### src/rtl/event_scheduler_pkg.sv
// Shared constants for the event scheduler: default task durations in clock cycles.
`timescale 1ns/1ps
package event_scheduler_pkg;

    localparam int T1_CYCLES_DEFAULT = 3;
    localparam int T2_CYCLES_DEFAULT = 3;

endpackage

### src/rtl/event_pulse_timer.sv
// Samples one event input, detects a rising or falling edge, and produces a
// fixed-length registered pulse that is reloaded by every new edge.
`timescale 1ns/1ps
module event_pulse_timer #(
    parameter int CYCLES    = 3,
    parameter bit FALL_EDGE = 1'b0
) (
    input  logic clk_i,
    input  logic rst_i,
    input  logic event_i,
    output logic sample_o,
    output logic active_o
);

    localparam int CNT_W = $clog2(CYCLES + 1);
    localparam logic [CNT_W-1:0] CNT_LOAD = CNT_W'(CYCLES);
    localparam logic [CNT_W-1:0] CNT_ONE  = CNT_W'(1);

    logic             sample_q;
    logic             delay_q;
    logic             trig;
    logic [CNT_W-1:0] cnt_q;
    logic [CNT_W-1:0] cnt_d;
    logic             active_q;

    // sample_q/delay_q form a two-stage history; the edge is judged between them.
    always_comb begin
        trig = 1'b0;
        if (FALL_EDGE) begin
            trig = ~sample_q & delay_q;
        end else begin
            trig = sample_q & ~delay_q;
        end
    end

    always_comb begin
        cnt_d = cnt_q;
        if (trig) begin
            cnt_d = CNT_LOAD;
        end else if (cnt_q != '0) begin
            cnt_d = cnt_q - CNT_ONE;
        end
    end

    always_ff @(posedge clk_i or posedge rst_i) begin
        if (rst_i) begin
            sample_q <= 1'b0;
            delay_q  <= 1'b0;
            cnt_q    <= '0;
            active_q <= 1'b0;
        end else begin
            sample_q <= event_i;
            delay_q  <= sample_q;
            cnt_q    <= cnt_d;
            active_q <= (cnt_d != '0);
        end
    end

    assign sample_o = sample_q;
    assign active_o = active_q;

endmodule

### src/rtl/event_scheduler.sv
// Turns two event inputs into three clock-aligned task strobes: a timed pulse on
// event_a rise, a timed pulse on event_b fall, and a level while both are high.
`timescale 1ns/1ps
module event_scheduler
    import event_scheduler_pkg::*;
#(
    parameter int T1_CYCLES = T1_CYCLES_DEFAULT,
    parameter int T2_CYCLES = T2_CYCLES_DEFAULT
) (
    input  logic clk,
    input  logic rst,
    input  logic event_a,
    input  logic event_b,
    output logic task_1_active,
    output logic task_2_active,
    output logic task_3_active
);

    logic a_s;
    logic b_s;
    logic task_3_q;

    event_pulse_timer #(
        .CYCLES    (T1_CYCLES),
        .FALL_EDGE (1'b0)
    ) u_task_1 (
        .clk_i    (clk),
        .rst_i    (rst),
        .event_i  (event_a),
        .sample_o (a_s),
        .active_o (task_1_active)
    );

    event_pulse_timer #(
        .CYCLES    (T2_CYCLES),
        .FALL_EDGE (1'b1)
    ) u_task_2 (
        .clk_i    (clk),
        .rst_i    (rst),
        .event_i  (event_b),
        .sample_o (b_s),
        .active_o (task_2_active)
    );

    // Built from the sampled copies, so it lags the raw inputs by two edges.
    always_ff @(posedge clk or posedge rst) begin
        if (rst) begin
            task_3_q <= 1'b0;
        end else begin
            task_3_q <= a_s & b_s;
        end
    end

    assign task_3_active = task_3_q;

endmodule

### config.mk
export PLATFORM = sky130hd
export DESIGN_NAME = event_scheduler
export DESIGN_NICKNAME = d
export VERILOG_FILES = /design/src/rtl/event_scheduler_pkg.sv /design/src/rtl/event_pulse_timer.sv /design/src/rtl/event_scheduler.sv
export SDC_FILE = /design/constraint.sdc
export NUM_CORES = 1
export LEC_CHECK = 0
export CAP_MARGIN = 20
export CORE_AREA = 2 2 39 41
export CTS_CLUSTER_DIAMETER = 60
export DETAILED_ROUTE_END_ITERATION = 7
export DIE_AREA = 0 0 41 43
export PLACE_DENSITY = 0.57
export SYNTH_ARGS = -nofsm -noshare
export SYNTH_HDL_FRONTEND = slang
export SYNTH_HIERARCHICAL = 1
export SYNTH_SLANG_ARGS = --single-unit
### constraint.sdc
create_clock -name clk -period 1.9 [get_ports clk]
set_input_delay 0.475 -clock clk [delete_from_list [all_inputs] [get_ports clk]]
set_output_delay 0.475 -clock clk [all_outputs]
set_load 0.02 [all_outputs]
==> key figures, run 1 <==
Status
  – Outcome: finished clean

STA
  – RSZ-0062 raised after global routing: false
  – Hold Vio Cnt, Final: 0
  – Relative slew slack: a little under nine tenths
  – Fin Setup TNS: 0 ns
  – Fin crit share: 87.44%
  – Final Hold Slack: approximately 0.4 ns
  – Slew Limit Fails: 0
  – Achievable Freq: 0.6019 GHz
  – Clock skew: 0.0003169 ns
  – Fin crit period: 1.661 ns
  – Final setup vio count: 0
  – Least-Margin Pin Slew: between 0.2 and 0.25 ns

Yosys
  – Top cells by area, synth: dfrtp_1 (78%), nand2_1 (6.4%), inv_1 (5.3%)
  – Synth top area share: approximately four fifths
  – Post-synth EDFFs: 0
  – Mapped Cells: 27
  – Yosys reg bits: 11
  – Mapped Area: 352.8 um2
  – Most frequent cell after synthesis: dfrtp_1
  – Ys Warns: 6
  – Area leader, netlist: dfrtp_1
  – Sequential fraction of the synthesis area: 78.01%
  – Syn_area_per_cell: 13.07 um2
  – Synthesized Nets: 31
  – Top cells by count, synth: dfrtp_1 (11), nand2_1 (6), inv_1 (5)
  – Yosys cell types: 6
  – Ys async rst share: 100.0%
  – Ys flop type: dfrtp_1

Setup path
  – Worst path top cell family by delay: buffers and inverters
  – Worst EP arrival: 1.19 ns
  – CP Class: reg -> out
  – Worst path bufs/invs: 1
  – Slowest cell on crit path: clkdlybuf4s50_1
  – CP Capture Type: output pin
  – CP Max Fanout: 1
  – Critical path startpoint: u_task_2/active_o
  – FF-to-FF Start: u_task_2/sample_o
  – WP data required: between 1 and 1.5 ns
  – Worst path cell trace: clkdlybuf4s50_1
  – Worst setup SP type: flop
  – Slowest stage delay, CP: about 0.60 ns

Clock tree
  – Hold_buf cts: 0
  – Num CTS Buffers: 3
  – Number of clock sinks: 11
  – H-tree depth: 1
  – Clk buf depth: 2
  – Setup bufs post-CTS: 0
  – CTS tree: yes
  – Root Buffer: clkbuf_4
  – Clock transition at the registers of the reported paths: ~0.060 ns
  – Worst-Skew Late Latency: about 0.26 ns
  – CTS resizes: 0

Pwr
  – Leak: about 0.23 nW
  – IR drop worst, VDD: 258.2 uV
  – Power, Total: 461.2 uW
  – Pwr Density: roughly 1000 mW/mm2

Detailed routing
  – Total number of vias: approximately 200
  – Routed wire length per instance: 10.09 um
  – Remaining DRCs: 0
  – Post-route ant nets: 0
  – Met3 wire len: 39 um
  – WL met2: about 300 um
  – DRT Pass-1 Iters: 4
  – Met1 wire length: about 200 um
  – DR iter-0 viols: 1
  – Final WL: approximately 540 um
  – Highest metal used: met3
  – DR vias/cell: between 3 and 4

Finish
  – Total Nets Final: 42
  – Share of layout cells above drive strength 1: between 10% and 20%
  – Syn-to-layout area delta: 30.14%
  – Final core utilization: between 30% and 40%
  – Finished Cell Area: between 400 and 500 um2
  – Diodes inserted: 0

Floorplanning
  – Die Wd: 41 um
  – Starting Density: around a quarter
  – Num ports: 7
  – Core Area: between 0.001 and 0.0015 mm2
  – Die ar.: around 0.0018 mm2
  – Row cnt: 14
  – Die H: 43 um

Placement
  – Dpl hpwl: 422 um
  – Area post-placement: between 400 and 500 um2
  – Routability congestion estimate from global placement: 0.5079
  – Port Buffers: 6

GRT
  – First-pass GRT wire length: between 800 and 900 um
  – Overall routing resource usage: around 8.4%
  – Largest net degree at the start of global routing: 7
  – Vias in the first global route: between 200 and 250
  – Grt ovf: 0
  – Initial antenna violation count: 0

Min path
  – Worst Hold Launch: u_task_2/sample_o
  – Worst min path class: reg -> reg

Run
  – Max-cap check violation count: 0
kinds of logic after synthesis:
group | share of synthesized area [%]
flops | 78.01
simple gates | 11.70
buf+inv | 5.320
compound gates | 4.965
sequential cells by signal, indices dropped and copies added (netlist names):
signal / flops
u_task_1/cnt_q: 2
u_task_2/cnt_q: 2
task_3_active: 1
u_task_1/active_o: 1
u_task_1/delay_q: 1
u_task_1/sample_o: 1
u_task_2/active_o: 1
u_task_2/delay_q: 1
u_task_2/sample_o: 1
cell type report:
class,instances,area [um2]
flip-flops and latches,11,275.3
repair buffers,6,60.06
fillers,139,924.6
inverters,5,18.77
multi-input cells,11,58.81
well taps,16,20.02
clock buffers,4,26.28
final timing paths:
path	endpoint	slack, ns	depth (start not counted)
worst max-delay path	task_2_active	0.24	1
worst min-delay path	u_task_2/delay_q	0.40	0
worst max register to register	u_task_2/cnt_q[1]	1.18	2
worst min register to register	u_task_2/delay_q	0.40	0
max in group asynchronous	u_task_1/active_o	1.26	2
min in group asynchronous	task_3_active	0.42	2
routing by layer:
layer,global-route usage (%),vias up
met5,0,-
met2,11.88,7
met1,7.797,96
met3,4.712,0
li1,-,98
met4,8.000,0
cell usage in the layout, fill, tap and decap left out:
| master | n |
|---|---|
| o21ai_2 | 2 |
| and2_1 | 1 |
| inv_1 | 5 |
| clkbuf_1 | 1 |
| nand2_1 | 6 |
| clkdlybuf4s50_1 | 6 |
| nand2b_1 | 2 |
| clkbuf_4 | 3 |
| dfrtp_1 | 11 |
stage by stage:
step	worst slack (ns)	cells
after floorplan	1.009	27
after global placement	0.5188	49
after detailed placement	0.5153	49
after CTS	0.2209	53
after global routing	0.1753	53
final	0.2387	53
report_power, final:
part | switching, mW | total [mW] | leakage [nW] | internal, mW
clock | 0.0678 | 0.149 | 0.0150 | 0.0810
combinational | 0.0249 | 0.0480 | 0.0808 | 0.0231
sequential | 0.0103 | 0.264 | 0.132 | 0.254
No activity file was read; power rests on OpenSTA's default activity.
==> run 2: changes to the inputs <==
--- a/config.mk
+++ b/config.mk
@@ -10,7 +10,7 @@
 export CTS_CLUSTER_DIAMETER = 60
 export DETAILED_ROUTE_END_ITERATION = 7
 export DIE_AREA = 0 0 41 43
-export PLACE_DENSITY = 0.57
+export PLACE_DENSITY = 0.58
 export SYNTH_ARGS = -nofsm -noshare
 export SYNTH_HDL_FRONTEND = slang
 export SYNTH_HIERARCHICAL = 1
==> constraint.sdc (replaced) <==
create_clock -name clk -period 1.5 [get_ports clk]
set_input_delay 0.375 -clock clk [delete_from_list [all_inputs] [get_ports clk]]
set_output_delay 0.375 -clock clk [all_outputs]
set_load 0.02 [all_outputs]
==> run 2 against run 1 <==
Compared with the run above: core utilization shrank 0.27 points; global-route usage shrank 1.3 points; clock skew grew 0.0030 ns; critical path depth is the same.
==> key figures, run 2 (synthesis gave the netlist of run 1 again) <==
STA
  – Hold Vio Cnt, Final: 0 (unchanged)
  – Relative slew slack: 86.23% (was 85.88%)
  – Fin crit share: roughly 88%
  – Least-Margin Pin Slew: 0.2074 ns (was 0.2112 ns)
  – Final setup vio count: 0 (unchanged)
  – Slew Limit Fails: 0 (unchanged)
  – Clock skew: 0.003285 ns (was 0.0003169 ns)
  – Final worst slack: 0.1816 ns (was 0.2387 ns)
  – Fin crit period: 1.318 ns
  – Fin Setup TNS: 0 ns (unchanged)
  – Achievable Freq: 0.7585 GHz
  – RSZ-0062 raised after global routing: false (unchanged)

Pwr
  – IR drop worst, VDD: 490.9 uV (was 258.2 uV)
  – Leak: 0.2328 nW (was 0.2273 nW)
  – Pwr Density: 1283 mW/mm2 (was 1004 mW/mm2)

Setup path
  – Slowest cell on crit path: dfrtp_1 (was clkdlybuf4s50_1)
  – Worst path top cell family by delay: flip-flops (was buffers and inverters)
  – Slowest stage delay, CP: 0.37 ns (was 0.60 ns)
  – Worst path bufs/invs: 1 (unchanged)
  – WP data required: 1.12 ns (was 1.42 ns)
  – CP Max Fanout: 1 (unchanged)
  – Worst path cell trace: dlygate4sd2_1 (was clkdlybuf4s50_1)
  – Worst EP arrival: 0.94 ns (was 1.19 ns)
  – CP Capture Type: output pin (unchanged)
  – CP Class: reg -> out (unchanged)
  – Worst setup SP type: flop (unchanged)

Floorplanning
  – Core Area: 0.001384 mm2 (unchanged)
  – Row cnt: 14 (unchanged)
  – Die H: 43 um (unchanged)
  – Die ar.: 0.001763 mm2 (unchanged)
  – Starting Density: 25.50% (unchanged)
  – Num ports: 7 (unchanged)
  – Die Wd: 41 um (unchanged)

Clock tree
  – Number of clock sinks: 11 (unchanged)
  – CTS tree: yes (unchanged)
  – Clk buf depth: 2 (unchanged)
  – H-tree depth: 1 (unchanged)
  – Clock transition at the registers of the reported paths: 0.07 ns (was 0.06 ns)
  – Setup bufs post-CTS: 0 (unchanged)
  – Num CTS Buffers: 3 (unchanged)
  – Root Buffer: clkbuf_4 (unchanged)
  – Worst-Skew Late Latency: 0.26 ns (about the same)

GRT
  – Grt ovf: 0 (unchanged)
  – Overall routing resource usage: 7.034% (was 8.367%)
  – Largest net degree at the start of global routing: 7 (unchanged)
  – First-pass GRT wire length: 738 um (was 890 um)
  – Vias in the first global route: 179 (was 223)
  – Initial antenna violation count: 0 (unchanged)

Detailed routing
  – DRT Pass-1 Iters: 4 (unchanged)
  – Final WL: 488 um (was 535 um)
  – DR iter-0 viols: 1 (unchanged)
  – Remaining DRCs: 0 (unchanged)
  – Routed wire length per instance: 9.208 um (was 10.09 um)
  – Post-route ant nets: 0 (unchanged)
  – DR vias/cell: 3.811 (was 3.792)
  – Total number of vias: 202 (was 201)

Placement
  – Pre-CTS setup slack: 0.2262 ns (was 0.5153 ns)
  – Dpl hpwl: 345.8 um (was 422 um)
  – Routability congestion estimate from global placement: 0.5618 (was 0.5079)
  – Port Buffers: 6 (unchanged)

Finish
  – Syn-to-layout area delta: 29.08% (was 30.14%)
  – Biggest regs: u_task_1/cnt_q: 2 flops, u_task_2/cnt_q: 2 flops (unchanged)
  – Diodes inserted: 0 (unchanged)
  – Most frequent cells in the layout: dfrtp_1 (11), nand2_1 (6), inv_1 (5) (was dfrtp_1 (11), clkdlybuf4s50_1 (6), nand2_1 (6), inv_1 (5), clkbuf_4 (3))
  – Total Nets Final: 42 (unchanged)
  – Leading cell type in the layout, fill and taps excluded: dfrtp_1 (unchanged)
  – Share of layout cells above drive strength 1: 13.51% (unchanged)

Min path
  – Worst min path class: in -> async (was reg -> reg)

Run
  – Max-cap check violation count: 0 (unchanged)

Status
  – Outcome: finished clean (unchanged)
[run 2: changes by cell type in the layout (fill, tap and decap cells not counted)]
cell / previous run / this run
dlygate4sd2_1: 0 / 3
clkdlybuf4s50_1: 6 / 3
[run 2: path summary, 6_finish.rpt]
kind / startpoint / end / slack (ns) / depth (start not counted)
max: u_task_2/active_o / task_2_active / 0.18 / 1
min: rst / task_3_active / 0.30 / 2
max reg2reg: u_task_1/sample_o / u_task_1/cnt_q[1] / 0.78 / 2
min reg2reg: u_task_2/sample_o / u_task_2/delay_q / 0.38 / 0
max in group asynchronous: rst / u_task_2/cnt_q[0] / 0.95 / 2
min in group clk: u_task_2/sample_o / u_task_2/delay_q / 0.38 / 0
[run 2: cell type report]
cell class | count | area [um2]
multi-input combinational | 11 | 58.81
sequential | 11 | 275.3
inverter | 5 | 18.77
tap | 16 | 20.02
clock buffer | 4 | 26.28
fill | 150 | 928.4
timing repair buffer | 6 | 56.30
[run 2: per-layer routing]
layer  vias to the layer above  track usage (%)  wire length, um
li1                         99                -                -
met1                        94            9.122              243
met2                         9            7.500              192
met3                         0            7.853               52
met4                         0            2.000                0
met5                         -                0                0
[run 2: report_power, final]
| group | internal (mW) | leakage (nW) | switching, mW | total (mW) |
|---|---|---|---|---|
| clock | 0.103 | 0.0150 | 0.0939 | 0.197 |
| sequential | 0.322 | 0.132 | 0.0109 | 0.332 |
| combinational | 0.0239 | 0.0863 | 0.0314 | 0.0553 |
[run 2: what timing repair did]
item / CTS / global route
hold buffers: 0 / 0
hold endpoints to repair: 0 / 0
gates resized for setup: 3 / 0
endpoints found under the setup margin: 3 / 0
[run 2: per-stage QoR]
stage,instances,area (um2),hold slack (ns),total power [mW],util [%]
5_1_grt,53,455.4,0.3099,0.6212,32.91
4_1_cts,53,455.4,0.2951,0.5994,32.91
3_5_place_dp,49,432.9,0.3707,0.3999,31.28
3_3_place_gp,49,432.9,0.3738,0.3990,31.28
2_1_floorplan,27,352.8,0.1037,0.3706,-
6_report,53,455.4,0.3037,0.5844,32.91
==> run 3: changes to the inputs <==
--- a/config.mk
+++ b/config.mk
@@ -5,11 +5,10 @@
 export SDC_FILE = /design/constraint.sdc
 export NUM_CORES = 1
 export LEC_CHECK = 0
-export CAP_MARGIN = 20
 export CORE_AREA = 2 2 39 41
-export CTS_CLUSTER_DIAMETER = 60
 export DETAILED_ROUTE_END_ITERATION = 7
 export DIE_AREA = 0 0 41 43
+export MAX_ROUTING_LAYER = met4
 export PLACE_DENSITY = 0.58
 export SYNTH_ARGS = -nofsm -noshare
 export SYNTH_HDL_FRONTEND = slang
==> results of run 3 <==
Same layout as run 2: the final DEF is identical, and so are final timing and power.
Among the figures that moved: final weighted congestion in routability-driven placement 0.5618 -> 0.5642; overall routing resource usage 7.034% -> 7.210%
